[src/rtl/fifo_arb_pkg.sv]
// Shared types and width helpers for the async_fifo write-port arbiter.
package fifo_arb_pkg;

    typedef enum logic {
        IDLE  = 1'b0,
        GRANT = 1'b1
    } arb_state_e;

    localparam int STAT_W = 16;

    // PTR_W = clog2(N); at least one bit so single-bit pointers stay legal
    function automatic int ptr_w(input int n);
        return (n > 1) ? $clog2(n) : 1;
    endfunction

    // CNT_W = clog2(MAX_BURST)+1
    function automatic int cnt_w(input int max_burst);
        return $clog2(max_burst) + 1;
    endfunction

endpackage

[src/rtl/fifo_wr_arbiter_rr_pick.sv]
// Rotating-priority picker: first set req bit scanning last_ptr+1, last_ptr+2, ... mod N.
module rr_pick
    import fifo_arb_pkg::*;
#(
    parameter int N     = 4,
    parameter int PTR_W = ptr_w(N)
) (
    input  logic [N-1:0]     req,
    input  logic [PTR_W-1:0] last_ptr,
    output logic [PTR_W-1:0] pick,
    output logic             pick_valid
);

    always_comb begin
        int cand;
        cand       = 0;
        pick       = '0;
        pick_valid = 1'b0;
        for (int k = 1; k <= N; k++) begin
            cand = (int'(last_ptr) + k) % N;
            if (!pick_valid && req[PTR_W'(cand)]) begin
                pick       = PTR_W'(cand);
                pick_valid = 1'b1;
            end
        end
    end

endmodule

[src/rtl/fifo_wr_arbiter.sv]
// Round-robin, burst-bounded sharing of the async_fifo write port among N requesters.
// Optional per-requester beat and stall counters under FIFO_WR_ARB_STATS_EN.
module fifo_wr_arbiter
    import fifo_arb_pkg::*;
#(
    parameter int N         = 4,
    parameter int DW        = 8,
    parameter int MAX_BURST = 4
) (
    input  logic                wclk,
    input  logic                wrst_n,
    input  logic [N-1:0]        req,
    input  logic [N*DW-1:0]     req_data,
    output logic [N-1:0]        ack,
    output logic [N-1:0]        gnt,
    output logic                busy,
    input  logic                wfull,
    output logic                winc,
    output logic [DW-1:0]       wdata
`ifdef FIFO_WR_ARB_STATS_EN
    ,
    output logic [N*STAT_W-1:0] stat_cnt,
    output logic [STAT_W-1:0]   stall_cycles
`endif
);

    localparam int PTR_W = ptr_w(N);
    localparam int CNT_W = cnt_w(MAX_BURST);
    localparam logic [CNT_W-1:0] LAST_BEAT = CNT_W'(MAX_BURST - 1);
    localparam logic [PTR_W-1:0] PTR_RST   = PTR_W'(N - 1);

    arb_state_e           state_q, state_d;
    logic [N-1:0]         gnt_q, gnt_d;
    logic [PTR_W-1:0]     last_ptr_q, last_ptr_d;
    logic [CNT_W-1:0]     beat_cnt_q, beat_cnt_d;
    logic [N-1:0][DW-1:0] req_vec;
    logic [PTR_W-1:0]     pick;
    logic                 pick_valid;
    logic                 granted;
    logic                 req_g;

    assign req_vec = req_data;
    assign granted = (state_q == GRANT);
    // last_ptr is loaded with the pick on every grant, so it doubles as the granted index
    assign req_g   = req[last_ptr_q];

    rr_pick #(.N(N), .PTR_W(PTR_W)) u_pick (
        .req        (req),
        .last_ptr   (last_ptr_q),
        .pick       (pick),
        .pick_valid (pick_valid)
    );

    always_comb begin
        winc  = granted & req_g & ~wfull;
        wdata = granted ? req_vec[last_ptr_q] : '0;
        ack   = winc ? gnt_q : '0;
        gnt   = gnt_q;
        busy  = granted;
    end

    always_comb begin
        state_d    = state_q;
        gnt_d      = gnt_q;
        last_ptr_d = last_ptr_q;
        beat_cnt_d = beat_cnt_q;
        case (state_q)
            IDLE: begin
                if (pick_valid) begin
                    state_d     = GRANT;
                    gnt_d       = '0;
                    gnt_d[pick] = 1'b1;
                    last_ptr_d  = pick;
                    beat_cnt_d  = '0;
                end
            end
            GRANT: begin
                if (winc) begin
                    if (beat_cnt_q == LAST_BEAT) begin
                        state_d    = IDLE;
                        gnt_d      = '0;
                        beat_cnt_d = '0;
                    end else begin
                        beat_cnt_d = beat_cnt_q + CNT_W'(1);
                    end
                end else if (!req_g) begin
                    state_d    = IDLE;
                    gnt_d      = '0;
                    beat_cnt_d = '0;
                end
                // wfull with req held: everything frozen, no timeout
            end
            default: ;
        endcase
    end

    always_ff @(posedge wclk) begin
        if (!wrst_n) begin
            state_q    <= IDLE;
            gnt_q      <= '0;
            last_ptr_q <= PTR_RST;
            beat_cnt_q <= '0;
        end else begin
            state_q    <= state_d;
            gnt_q      <= gnt_d;
            last_ptr_q <= last_ptr_d;
            beat_cnt_q <= beat_cnt_d;
        end
    end

`ifdef FIFO_WR_ARB_STATS_EN
    logic [N-1:0][STAT_W-1:0] stat_q, stat_d;
    logic [STAT_W-1:0]        stall_q, stall_d;

    always_comb begin
        stat_d = stat_q;
        for (int i = 0; i < N; i++) begin
            if (ack[i] && (stat_q[i] != '1)) stat_d[i] = stat_q[i] + STAT_W'(1);
        end
        stall_d = stall_q;
        if (granted && req_g && wfull && (stall_q != '1)) stall_d = stall_q + STAT_W'(1);
    end

    always_ff @(posedge wclk) begin
        if (!wrst_n) begin
            stat_q  <= '0;
            stall_q <= '0;
        end else begin
            stat_q  <= stat_d;
            stall_q <= stall_d;
        end
    end

    assign stat_cnt     = stat_q;
    assign stall_cycles = stall_q;
`endif

endmodule

[config.mk]
export PLATFORM = sky130hd
export DESIGN_NAME = fifo_wr_arbiter
export DESIGN_NICKNAME = d
export VERILOG_FILES = /design/src/rtl/fifo_arb_pkg.sv /design/src/rtl/fifo_wr_arbiter_rr_pick.sv /design/src/rtl/fifo_wr_arbiter.sv
export SDC_FILE = /design/constraint.sdc
export NUM_CORES = 1
export LEC_CHECK = 0
export ABC_CLOCK_PERIOD_IN_PS = 1700
export CAP_MARGIN = 5
export CORE_MARGIN = 5
export CORE_UTILIZATION = 36
export CTS_CLUSTER_SIZE = 10
export DETAILED_ROUTE_END_ITERATION = 16
export GPL_TIMING_DRIVEN = 0
export PLACE_DENSITY = 0.78
export SLEW_MARGIN = 20
export SYNTH_ARGS = -nofsm -noshare
export SYNTH_HDL_FRONTEND = slang
export SYNTH_SLANG_ARGS = --single-unit
[constraint.sdc]
create_clock -name wclk -period 1.7 [get_ports wclk]
set_input_delay 0.255 -clock wclk [delete_from_list [all_inputs] [get_ports wclk]]
set_output_delay 0.255 -clock wclk [all_outputs]
set_load 0.03 [all_outputs]
After elaboration in Yosys (flattened, before gate mapping)
Cells that the tools add are included.
{"block": "totals", "register_bits": 10, "latchBits": 0, "ram_bits": 0, "rom_bits": 0, "input_bits": 39, "out_inout_bits": 18, "memories": 0}
{"block": "classes", "addsub": 5, "n_mul": 0, "n_div": 0, "order_cmp": 7, "eq_ne": 4, "shift": 0, "mux": 43, "bitwise": 4, "n_reduce_logical": 10}
{"operator": "two-way mux 4 bit", "count": 5}
{"operator": "two-way mux 1 bit", "count": 18}
{"operator": "binary-select mux 8 bit (select 2 bit)", "count": 1}
{"operator": "less-than comparator 2 x 4 -> 1 bit (second input constant)", "count": 4}
{"operator": "two-way mux 8 bit", "count": 2}
{"operator": "two-way mux 3 bit", "count": 4}
{"operator": "binary-select mux 1 bit (select 2 bit)", "count": 5}
{"operator": "two-way mux 2 bit", "count": 4}
{"operator": "case mux 4 bit (2 select lines)", "count": 1}
{"operator": "less-than comparator 2 x 3 -> 1 bit (second input constant)", "count": 2}
{"operator": "case mux 3 bit (2 select lines)", "count": 1}
{"operator": "adder 2 x 1 -> 2 bit (second input constant)", "count": 2}
{"operator": "adder 2 bit (second input constant)", "count": 2}
{"operator": "logical AND 1 bit", "count": 4}
{"operator": "AND reduction 2 bit", "count": 2}
{"operator": "adder 3 x 1 -> 3 bit (second input constant)", "count": 1}
{"operator": "== test 3 x 2 -> 1 bit (second input constant)", "count": 1}
{"operator": "zero test 1 bit", "count": 3}
{"operator": "!= test 3 x 2 -> 1 bit (second input constant)", "count": 1}
{"operator": "!= test 3 bit (second input constant)", "count": 1}
{"operator": "AND reduction 3 bit", "count": 1}
{"operator": "bitwise AND 1 bit", "count": 2}
{"operator": "demux 1 bit (select 2 bit)", "count": 1}
{"operator": ">= comparator 2 x 1 -> 1 bit (second input constant)", "count": 1}
{"operator": "3 further kinds", "count": 4}

Logic depth before layout (Yosys ltp)
Gate-level depths: netlist (run 1).
{"block": "logic_depth", "ltp_word": 20, "mapped_depth": 6, "mapped_depth_nobuf": 5}

Modules after synthesis
Synthesis (run 1) repeated with hierarchy kept, for this count alone.
{"block": "unflattened", "hier_cells": 93, "hier_area_um2": 934.6}
{"module": "fifo_wr_arbiter", "instances": 1, "cells_each": 79, "area_per_inst_um2": 843.3, "seq_area_each_um2": 200.2}
{"module": "rr_pick", "instances": 1, "cells_each": 14, "area_per_inst_um2": 91.3, "seq_area_each_um2": 0.0}

Worst setup path after synthesis (run 1)
Ideal clock, no wire load.
{"block": "synth_timing", "kind": "reg2out", "from": "register state_q, in the netlist busy", "to": "output ack[0]", "arrival_time_ns": 1.591, "required_time_ns": 1.445, "slack_ns": -0.146, "stages_incl_launch_ff": 6, "n_path_buf": 0, "cell_sequence": "dfxtp_1 nor2b_1 o2bb2ai_2 nand2b_1 inv_1 and2_1"}
{"block": "synth_via", "elab_chain_cells": 3}
{"item": "from (decl)", "line_no": "fifo_wr_arbiter.sv:32", "rtl": "arb_state_e state_q, state_d;"}
{"item": "from (signal assigned)", "line_no": "fifo_wr_arbiter.sv:104", "rtl": "state_q <= state_d;"}
{"item": "bitwise AND 1 bit (2 in series)", "line_no": "fifo_wr_arbiter.sv:55", "rtl": "winc = granted & req_g & ~wfull;"}
{"item": "named net winc", "line_no": "fifo_wr_arbiter.sv:18", "rtl": "output logic winc,"}
{"item": "two-way mux 4 bit", "line_no": "fifo_wr_arbiter.sv:57", "rtl": "ack = winc ? gnt_q : '0;"}
{"item": "to (decl)", "line_no": "fifo_wr_arbiter.sv:14", "rtl": "output logic [N-1:0] ack,"}
The timed path passes the listed nets, and every way through them passes these cells.

Final worst setup path (run 1)
{"block": "layout_timing", "from": "register last_ptr_q[0]", "to": "output wdata[5]"}
{"block": "layout_via", "elab_chain_cells": 3}
{"item": "from (decl)", "line_no": "fifo_wr_arbiter.sv:34", "rtl": "logic [PTR_W-1:0] last_ptr_q, last_ptr_d;"}
{"item": "from (signal assigned)", "line_no": "fifo_wr_arbiter.sv:106", "rtl": "last_ptr_q <= last_ptr_d;"}
{"item": "binary-select mux 8 bit (select 2 bit)", "line_no": "fifo_wr_arbiter.sv:56", "rtl": "wdata = granted ? req_vec[last_ptr_q] : '0;"}
{"item": "two-way mux 8 bit (implied by the code)", "line_no": "fifo_wr_arbiter.sv:56"}
{"item": "two-way mux 8 bit", "line_no": "fifo_wr_arbiter.sv:56"}
{"item": "to (decl)", "line_no": "fifo_wr_arbiter.sv:19", "rtl": "output logic [DW-1:0] wdata"}
Every way passes these cells. The select of a mux whose other input is x is not followed.

==> impl_metrics.env, run 1 <==
export IMPL_failed_checks="setup timing"
export IMPL_grt_pass1_wl_mm=4.95
export IMPL_setup_viol=13
export IMPL_die_height_um=59.0
export IMPL_place_port_buffers=55
export IMPL_postLayoutSetupSlackWorst_ps=-165
export IMPL_syn_area_per_cell_sq_um=9.94
export IMPL_final_nets=195
export IMPL_routabilityCongestion=0.749
export IMPL_synth_async_reset_ratio=0
export IMPL_wl_per_cell_um=17.0
export IMPL_detailed_place_area_sq_um=1460
export IMPL_detail_route_vias_per_cell=5.48
export IMPL_grt_setup_unrepaired="true"
export IMPL_detailroute_via_count=991
export IMPL_clk_latency_ps=270
export IMPL_yosys_cell_types_count=35
export IMPL_cts_tree="yes"
export IMPL_minimum_period_implied_by_the_final_worst_setup_slack_ps=1870
export IMPL_hold_class="in2reg"
export IMPL_flow_area_growth_from_synthesis_pct=87.6
export IMPL_first_global_vias=1033
export IMPL_cap_violations=0
export IMPL_p_per_area_nw_per_um2=637
export IMPL_track_usage=0.190
export IMPL_synth_seq_cells=10
export IMPL_cts_hold_fix_buffers=0
export IMPL_std_cell_rows=17
export IMPL_multi_input_area_sq_um=671
export IMPL_min_period_over_period=1.10
export IMPL_worst_endpoint_arrival_ps=1610
export IMPL_cts_sinks=10
export IMPL_drt_pass1_iter_count=4
export IMPL_timing_final_max_slew_violations=0
export IMPL_detailedPlacementHpwl_mm=2.31
export IMPL_initial_core_util=0.383
export IMPL_drive_above_1_share=0.392
export IMPL_postRouteWirelength_mm=3.07
export IMPL_clock_tree_root_driver_cell="clkbuf_4"
export IMPL_power_total_mw=1.03
export IMPL_global_route_overflow_total=0
export IMPL_hold_slack_ps=348
export IMPL_relSlewSlack=0.692
export IMPL_tritoncts_num_buffers=3
export IMPL_timing_fmax_ghz=0.536
export IMPL_ant_nets=0
export IMPL_synth_seq_area_share=0.232
export IMPL_fin_setup_tns_ps=-1780
export IMPL_outcome="finished, violations left"
export IMPL_critPathLaunchType="flop"
export IMPL_fillerInstances=174
export IMPL_iteration_0_drc_markers=18
export IMPL_antenna_cells=0
export IMPL_die_x_um=59.0
export IMPL_storage_cell_area_sq_um=205
export IMPL_worst_slew_pin_slew_ps=457
export IMPL_count_of_synthesis_stage_warnings_from_yosys=0
export IMPL_grt_max_degree=11
export IMPL_core_area_sq_um=2250
export IMPL_number_of_synthesized_flops_with_an_enable_pin=0
export IMPL_synth_fp_nets=127
export IMPL_die_area_sq_um=3480
export IMPL_initial_antenna_violation_count=0
export IMPL_post_synth_instance_area_sq_um=865
export IMPL_post_synth_inst_count=87
export IMPL_synth_ff_type="dfxtp_1"
export IMPL_clk_pin_slew_worst_paths_ps=60
export IMPL_clk_path_buf_depth=2
export IMPL_route_detailed_drc=0
export IMPL_crit_path_max_fanout=5
export IMPL_io_pins=57
export IMPL_critical_path_required_ps=1440
export IMPL_number_of_hold_violations_in_the_final_report=0
export IMPL_ir_drop_mv=0.406
export IMPL_ctsHtreeMaxLevel=1
export IMPL_setup_worst_path_class="reg2out"
export IMPL_post_route_cell_area_sq_um=1620
export IMPL_power_leakage_nw=0.657
export IMPL_fin_worst_skew_ps=3.75
export IMPL_critPathCaptureType="output pin"
export IMPL_setup_slack_placement_ps=-811
==> critical path: stages, from the launching register on <==
cell	delay [ps]
dfxtp_4	400
buf_12	130
mux4_2	500
and2_4	170
buf_6	130
==> metrics by stage <==
step                utilization  std cells
detailed placement        0.646        170
finish                    0.719        181
floorplan                     -         87
global route              0.719        181
global placement          0.646        170
CTS                       0.719        180
==> area by class of cell <==
| class | count | area share |
|---|---|---|
| timing repair buffer | 63 | 0.391 |
| clock buffer | 3 | 0.0139 |
| sequential | 10 | 0.127 |
| buffer | 5 | 0.0309 |
| multi-input combinational | 71 | 0.414 |
| inverter | 1 | 0.00231 |
| tap | 28 | 0.0216 |
==> worst paths after layout <==
check,start,to,slack (ps),cells after the start
max,last_ptr_q[0],wdata[5],-170,4
min reg2reg,beat_cnt_q[2],beat_cnt_q[2],430,2
max reg2reg,last_ptr_q[0],gnt[1],70,6
min,wrst_n,last_ptr_q[1],350,2
==> layer usage <==
| metal | wire length, um | up-vias | GRT usage |
|---|---|---|---|
| li1 | - | 465 | - |
| met5 | 0 | - | 0 |
| met3 | 134 | 11 | 0.0610 |
| met4 | 113 | 0 | 0.0809 |
| met2 | 1710 | 30 | 0.345 |
| met1 | 1120 | 485 | 0.199 |
==> kinds of logic (layout without fill, tap and decap cells) <==
group / after synthesis / in the layout / share of synthesized area
and+or+nand+nor: 38 / 38 / 0.249
DFF: 10 / 10 / 0.232
muxes: 10 / 10 / 0.259
buffers and inverters: 6 / 72 / 0.0362
AOI/OAI and AO/OA: 22 / 22 / 0.210
adders and majority gates: 1 / 1 / 0.0145
==> placed cells by master (no fill, tap or decap), drive strengths merged <==
cell type / n
clkdlybuf4s50: 38
buf: 25
and2: 13
dfxtp: 10
mux4: 8
nand2: 8
nor2: 5
a21oi: 4
a32o: 4
dlygate4sd2: 4
nand2b: 4
clkbuf: 4
nor2b: 3
a21o: 2
o22ai: 2
o211ai: 2
o2bb2ai: 2
mux2: 1
mux2i: 1
inv: 1
o21ai: 1
o311a: 1
nor4: 1
nor3b: 1
and2b: 1
or3b: 1
o32ai: 1
or2: 1
o311ai: 1
a2bb2oi: 1
a21boi: 1
ha: 1
==> cells in the mapped netlist, types with 2 or more instances <==
library cell / n / area, sq um
nor2b_1: 3 / 18.8
mux4_1: 5 / 131
a21o_1: 2 / 15.0
o211ai_1: 2 / 15.0
dfxtp_1: 10 / 200
nor2_1: 5 / 18.8
mux4_2: 3 / 67.6
a32o_1: 4 / 40.0
and2_1: 12 / 75.1
nand2b_1: 3 / 18.8
a21oi_1: 4 / 20.0
o22ai_1: 2 / 12.5
o2bb2ai_2: 2 / 30.0
clkbuf_1: 2 / 7.51
nand2_1: 8 / 30.0
==> state kept, by name (all words and copies together) (netlist names) <==
register    cells
gnt             4
beat_cnt_q      3
last_ptr_q      2
busy            1
==> report_power, final <==
part / switching, mW / total, mW / internal (mW)
logic: 0.250 / 0.593 / 0.343
registers: 0.0214 / 0.276 / 0.254
clock network: 0.0829 / 0.165 / 0.0820
==> what timing repair did <==
| action | 4_1_cts | 5_1_grt |
|---|---|---|
| setup buffers | 6 | 2 |
| pin swaps | 4 | 0 |
| endpoints found under the setup margin | 13 | 16 |
| hold endpoints to repair | 0 | 0 |
| cloned | 1 | 0 |
| resized for setup | 122 | 7 |
Power figures use the tool's default switching activity.
==> run 2: changes to the inputs <==
--- a/config.mk
+++ b/config.mk
@@ -13,6 +13,7 @@
 export DETAILED_ROUTE_END_ITERATION = 16
 export GPL_TIMING_DRIVEN = 0
 export PLACE_DENSITY = 0.78
+export REMOVE_ABC_BUFFERS = 1
 export SLEW_MARGIN = 20
 export SYNTH_ARGS = -nofsm -noshare
 export SYNTH_HDL_FRONTEND = slang
==> run 2 against run 1 <==
- sequential share of layout area is 0.30 points higher
- critical path type unchanged
- largest power group unchanged
- clock power hardly changed
- sequential cell count stayed put
- the run still ends with setup timing left
- register-to-register slack worse by 30 ps
- global-route usage is 0.31 points lower
- critical endpoint is now wdata[4]
- utilization is 0.50 points higher
- combinational power is 3.7% lower
- highest routed layer unchanged
==> impl_metrics.env, run 2 (synthesis results as in run 1) <==
export IMPL_clk_path_buf_depth=2
export IMPL_layout_cells_most_common="clkdlybuf4s50_1"
export IMPL_fin_setup_tns_ps=-1580
export IMPL_ir_drop_mv=0.450
export IMPL_clk_latency_ps=270
export IMPL_number_of_hold_violations_in_the_final_report=0
export IMPL_multi_input_area_sq_um=672
export IMPL_switching_share=0.343
export IMPL_timing_final_max_slew_violations=0
export IMPL_core_area_sq_um=2250
export IMPL_critPathCaptureType="output pin"
export IMPL_cp_top_family="multiplexers"
export IMPL_track_usage=0.187
export IMPL_route_detailed_drc=0
export IMPL_internal_power_mw=0.675
export IMPL_cts_tree="yes"
export IMPL_seqPwrFrac=0.283
export IMPL_routabilityCongestion=0.714
export IMPL_flip_flop_count_of_the_largest_register_all_copies_and_words_added=4
export IMPL_power_switching_mw=0.352
export IMPL_critPathLaunchType="flop"
export IMPL_grt_max_degree=19
export IMPL_p_per_area_nw_per_um2=629
export IMPL_grt_setup_unrepaired="true"
export IMPL_timing_fmax_ghz=0.541
export IMPL_reg2reg_slack_ps=40
export IMPL_critical_path_endpoint="wdata[4]"
export IMPL_io_pins=57
export IMPL_detailedPlacementHpwl_mm=2.18
export IMPL_fin_worst_skew_ps=5.96
export IMPL_initial_core_util=0.383
export IMPL_worst_path_largest_cell_delay_ps=490
export IMPL_clk_pin_slew_worst_paths_ps=70
export IMPL_worst_reg2reg_startpoint="last_ptr_q[0]"
export IMPL_std_cell_rows=17
export IMPL_drive_above_1_share=0.392
export IMPL_timing_reg2reg_worst_path_depth=6
export IMPL_initial_antenna_violation_count=0
export IMPL_postRouteWirelength_mm=3.01
export IMPL_minimum_period_implied_by_the_final_worst_setup_slack_ps=1850
export IMPL_flow_area_growth_from_synthesis_pct=88.9
export IMPL_antenna_cells=0
export IMPL_min_period_over_period=1.09
export IMPL_first_global_vias=1001
export IMPL_wl_per_cell_um=16.6
export IMPL_relSlewSlack=0.716
export IMPL_failed_checks="setup timing"
export IMPL_fillerInstances=178
export IMPL_postLayoutSetupSlackWorst_ps=-147
export IMPL_worst_slew_pin_slew_ps=422
export IMPL_hold_class="reg2reg"
export IMPL_die_area_sq_um=3480
export IMPL_crit_cells=4
export IMPL_power_leakage_nw=0.675
export IMPL_final_nets=195
export IMPL_detailroute_via_count=979
export IMPL_critPathLaunch="last_ptr_q[0]"
export IMPL_grt_pass1_wl_mm=4.88
export IMPL_p_comb_frac=0.556
export IMPL_ant_nets=0
export IMPL_ctsHtreeMaxLevel=1
export IMPL_setup_viol=12
export IMPL_cap_violations=0
export IMPL_outcome="finished, violations left"
export IMPL_detail_route_vias_per_cell=5.41
export IMPL_layout_common_cells="clkdlybuf4s50_1 (38), and2_4 (12), buf_6 (12)"
export IMPL_clock_tree_root_driver_cell="clkbuf_4"
export IMPL_critical_path_cell_with_the_highest_stage_delay="mux4_2"
export IMPL_drt_pass1_iter_count=4
export IMPL_die_height_um=59.0
export IMPL_rr_endpoint="gnt[1]"
export IMPL_tritoncts_num_buffers=3
export IMPL_cp_cell_sequence="buf_12, mux4_2, and2_4, buf_6"
export IMPL_critical_path_required_ps=1440
export IMPL_die_x_um=59.0
export IMPL_clkPwrFrac=0.161
export IMPL_worst_endpoint_arrival_ps=1590
export IMPL_cts_sinks=10
export IMPL_cts_hold_fix_buffers=0
export IMPL_place_port_buffers=56
export IMPL_storage_cell_area_sq_um=211
export IMPL_iteration_0_drc_markers=8
export IMPL_crit_path_max_fanout=6
export IMPL_global_route_overflow_total=0
export IMPL_setup_worst_path_class="reg2out"
export IMPL_layout_core_utilization=0.724
export IMPL_buf_inv_on_cp=2
==> run 2: cell count changes in the layout (fill, tap and decap cells not counted), sizes merged <==
| cell | previous run | this run |
|---|---|---|
| dlymetal6s2s | 0 | 1 |
| clkbuf | 4 | 3 |
==> run 2: how the worst min path moves through the flow <==
stage	start	to	slack [ps]	cells after the start
CTS	beat_cnt_q[2]	beat_cnt_q[2]	430	2
global route	beat_cnt_q[2]	beat_cnt_q[2]	450	2
global placement	beat_cnt_q[2]	beat_cnt_q[2]	420	2
detailed placement	beat_cnt_q[2]	beat_cnt_q[2]	420	2
floorplan	wrst_n	last_ptr_q[1]	340	1
finish	beat_cnt_q[2]	beat_cnt_q[2]	430	2
==> run 2: through the flow <==
stage	area, sq um	cells	worst slack, ps	hold slack (ps)	power, mW
floorplan	837	82	-247	344	0.537
global placement	1430	166	-803	419	0.730
detailed placement	1430	166	-842	424	0.741
CTS	1570	175	-164	434	0.993
global route	1630	181	-206	452	1.09
finish	1630	181	-147	433	1.03
==> run 2: per-layer routing <==
metal  part of all wire  vias up  GRT usage
met3              0.032        2     0.0479
met4             0.0013        0     0.0194
met2               0.60       24      0.375
li1                   -      465          -
met1               0.37      488      0.198
met5                  0        -          0
==> run 2: worst register-to-register path: cells and delay by family (launching register included) <==
| family | cells | cell delay, ps |
|---|---|---|
| flops | 1 | 420 |
| compound gates | 3 | 510 |
| mux | 1 | 340 |
| buf+inv | 2 | 270 |
==> run 2: power by group through the flow <==
stage | Sequential (mW) | Combinational [mW] | Clock, mW
2_1_floorplan | 0.313 | 0.224 | 0
3_3_place_gp | 0.304 | 0.425 | 0
3_5_place_dp | 0.306 | 0.435 | 0
4_1_cts | 0.300 | 0.526 | 0.168
5_1_grt | 0.295 | 0.607 | 0.189
6_report | 0.291 | 0.571 | 0.165
==> run 2: layout make-up <==
type	count	area share
repair buffers	68	0.420
well taps	28	0.0215
multi-input cells	71	0.411
clock buffers	3	0.0138
flip-flops and latches	10	0.130
inverters	1	0.00383
==> run 2: timing repair <==
action	CTS	global route
setup buffers	6	6
pin swaps	11	0
gates resized for setup	117	6
setup endpoints to repair	20	14
==> run 3: changes to the inputs <==
--- a/config.mk
+++ b/config.mk
@@ -14,6 +14,7 @@
 export GPL_TIMING_DRIVEN = 0
 export PLACE_DENSITY = 0.78
 export REMOVE_ABC_BUFFERS = 1
+export SKIP_CTS_REPAIR_TIMING = 1
 export SLEW_MARGIN = 20
 export SYNTH_ARGS = -nofsm -noshare
 export SYNTH_HDL_FRONTEND = slang
==> run 3 against run 2 <==
- the run still ends with setup timing left
- maximum frequency fell by 1.7%
- combinational power decreased by 7.5%
- critical path depth is 2 higher
- cell count is 3.3% lower
- register-to-register slack improved by 90 ps
- worst hold slack improved by 1.5 ps
- die area stayed put
- sequential power grew 3%
- clock-buffer cell count did not move
- first-iteration DRC count grew 140%
==> impl_metrics.env, run 3 (synthesis results as in run 1) <==
export IMPL_post_route_cell_area_sq_um=1580
export IMPL_critPathLaunchType="flop"
export IMPL_initial_antenna_violation_count=0
export IMPL_drt_pass1_iter_count=4
export IMPL_flow_area_growth_from_synthesis_pct=82.3
export IMPL_global_route_overflow_total=0
export IMPL_std_cell_rows=17
export IMPL_postLayoutSetupSlackWorst_ps=-179
export IMPL_seqPwrFrac=0.303
export IMPL_setup_viol=13
export IMPL_number_of_hold_violations_in_the_final_report=0
export IMPL_hold_class="reg2reg"
export IMPL_die_height_um=59.0
export IMPL_detailedPlacementHpwl_mm=2.18
export IMPL_antenna_cells=0
export IMPL_clkPwrFrac=0.164
export IMPL_cap_violations=0
export IMPL_final_nets=189
export IMPL_io_pins=57
export IMPL_drive_above_1_share=0.367
export IMPL_internal_power_mw=0.646
export IMPL_clk_pin_slew_worst_paths_ps=60
export IMPL_setup_worst_path_class="reg2out"
export IMPL_postRouteWirelength_mm=3.03
export IMPL_first_global_vias=953
export IMPL_layout_cells_most_common="clkdlybuf4s50_1"
export IMPL_critical_path_required_ps=1440
export IMPL_power_switching_mw=0.345
export IMPL_p_per_area_nw_per_um2=628
export IMPL_wl_per_cell_um=17.3
export IMPL_cts_tree="yes"
export IMPL_clk_path_buf_depth=2
export IMPL_relSlewSlack=0.719
export IMPL_crit_path_max_fanout=8
export IMPL_iteration_0_drc_markers=19
export IMPL_worst_reg2reg_startpoint="beat_cnt_q[0]"
export IMPL_routabilityCongestion=0.714
export IMPL_grt_setup_unrepaired="true"
export IMPL_timing_final_max_slew_violations=0
export IMPL_outcome="finished, violations left"
export IMPL_core_area_sq_um=2250
export IMPL_place_port_buffers=56
export IMPL_power_leakage_nw=0.652
export IMPL_critPathCaptureType="output pin"
export IMPL_flip_flop_count_of_the_largest_register_all_copies_and_words_added=4
export IMPL_minimum_period_implied_by_the_final_worst_setup_slack_ps=1880
export IMPL_failed_checks="setup timing"
export IMPL_critPathLaunch="last_ptr_q[0]"
export IMPL_detail_route_vias_per_cell=5.45
export IMPL_ir_drop_mv=0.457
export IMPL_min_period_over_period=1.11
export IMPL_fin_worst_skew_ps=3.16
export IMPL_die_x_um=59.0
export IMPL_timing_fmax_ghz=0.532
export IMPL_worst_slew_pin_slew_ps=417
export IMPL_fin_setup_tns_ps=-2030
export IMPL_tritoncts_num_buffers=3
export IMPL_clk_latency_ps=270
export IMPL_initial_core_util=0.383
export IMPL_grt_pass1_wl_mm=4.49
export IMPL_ant_nets=0
export IMPL_detailed_place_area_sq_um=1430
export IMPL_route_detailed_drc=0
export IMPL_track_usage=0.172
export IMPL_clock_tree_root_driver_cell="clkbuf_4"
export IMPL_p_comb_frac=0.533
export IMPL_switching_share=0.348
export IMPL_die_area_sq_um=3480
export IMPL_layout_common_cells="clkdlybuf4s50_1 (39), buf_6 (12), and2_4 (11)"
export IMPL_min_from="beat_cnt_q[2]"
export IMPL_detailroute_via_count=954
export IMPL_grt_max_degree=19
export IMPL_ctsHtreeMaxLevel=1
export IMPL_worst_endpoint_arrival_ps=1620
export IMPL_cts_sinks=10
==> run 3: cell count changes in the layout (fill, tap and decap cells not counted), sizes merged <==
cell	change
dlymetal6s2s	+3
dlygate4sd2	-4
buf	-6
clkdlybuf4s50	+1
==> run 3: power by group through the flow <==
stage	Combinational [mW]	Clock, mW	Sequential (mW)
global route	0.562	0.183	0.306
detailed placement	0.435	0	0.306
global placement	0.425	0	0.304
floorplan	0.224	0	0.313
finish	0.528	0.163	0.300
CTS	0.438	0.168	0.302
==> run 3: worst max-delay path: stages (launching register included) <==
cell and delay (ps):
dfxtp_4 420, mux2_4 350, o2bb2ai_4 150, nand2b_4 110, inv_4 50, and2_4 150, buf_6 130
==> run 3: per-layer routing <==
metal	track usage	up-vias	wire, um
li1	-	454	-
met1	0.175	475	1120
met2	0.349	25	1810
met3	0.0479	0	96
met4	0.0194	0	0
met5	0	-	0
==> run 3: final cells by class <==
type	instances	area [sq um]
Clock buffer	3	22.5
Fill cell	188	678
Inverter	1	6.26
Multi-Input combinational cell	71	666
Sequential cell	10	211
Tap cell	28	35.0
Timing Repair Buffer	62	636
==> run 3: worst paths after layout <==
kind,slack [ps],cells past startpoint,to
max,-180,6,ack[0]
min reg2reg,430,2,beat_cnt_q[2]
min,430,2,beat_cnt_q[2]
max reg2reg,130,5,gnt[1]
==> run 3: stage by stage <==
| stage | hold WS, ps | total power, mW | utilization | setup WS [ps] | std cells |
|---|---|---|---|---|---|
| 4_1_cts | 434 | 0.907 | 0.645 | -1140 | 169 |
| 6_report | 435 | 0.991 | 0.699 | -179 | 175 |
| 2_1_floorplan | 344 | 0.537 | - | -247 | 82 |
| 5_1_grt | 450 | 1.05 | 0.699 | -237 | 175 |
| 3_5_place_dp | 424 | 0.741 | 0.635 | -842 | 166 |
| 3_3_place_gp | 419 | 0.730 | 0.635 | -803 | 166 |
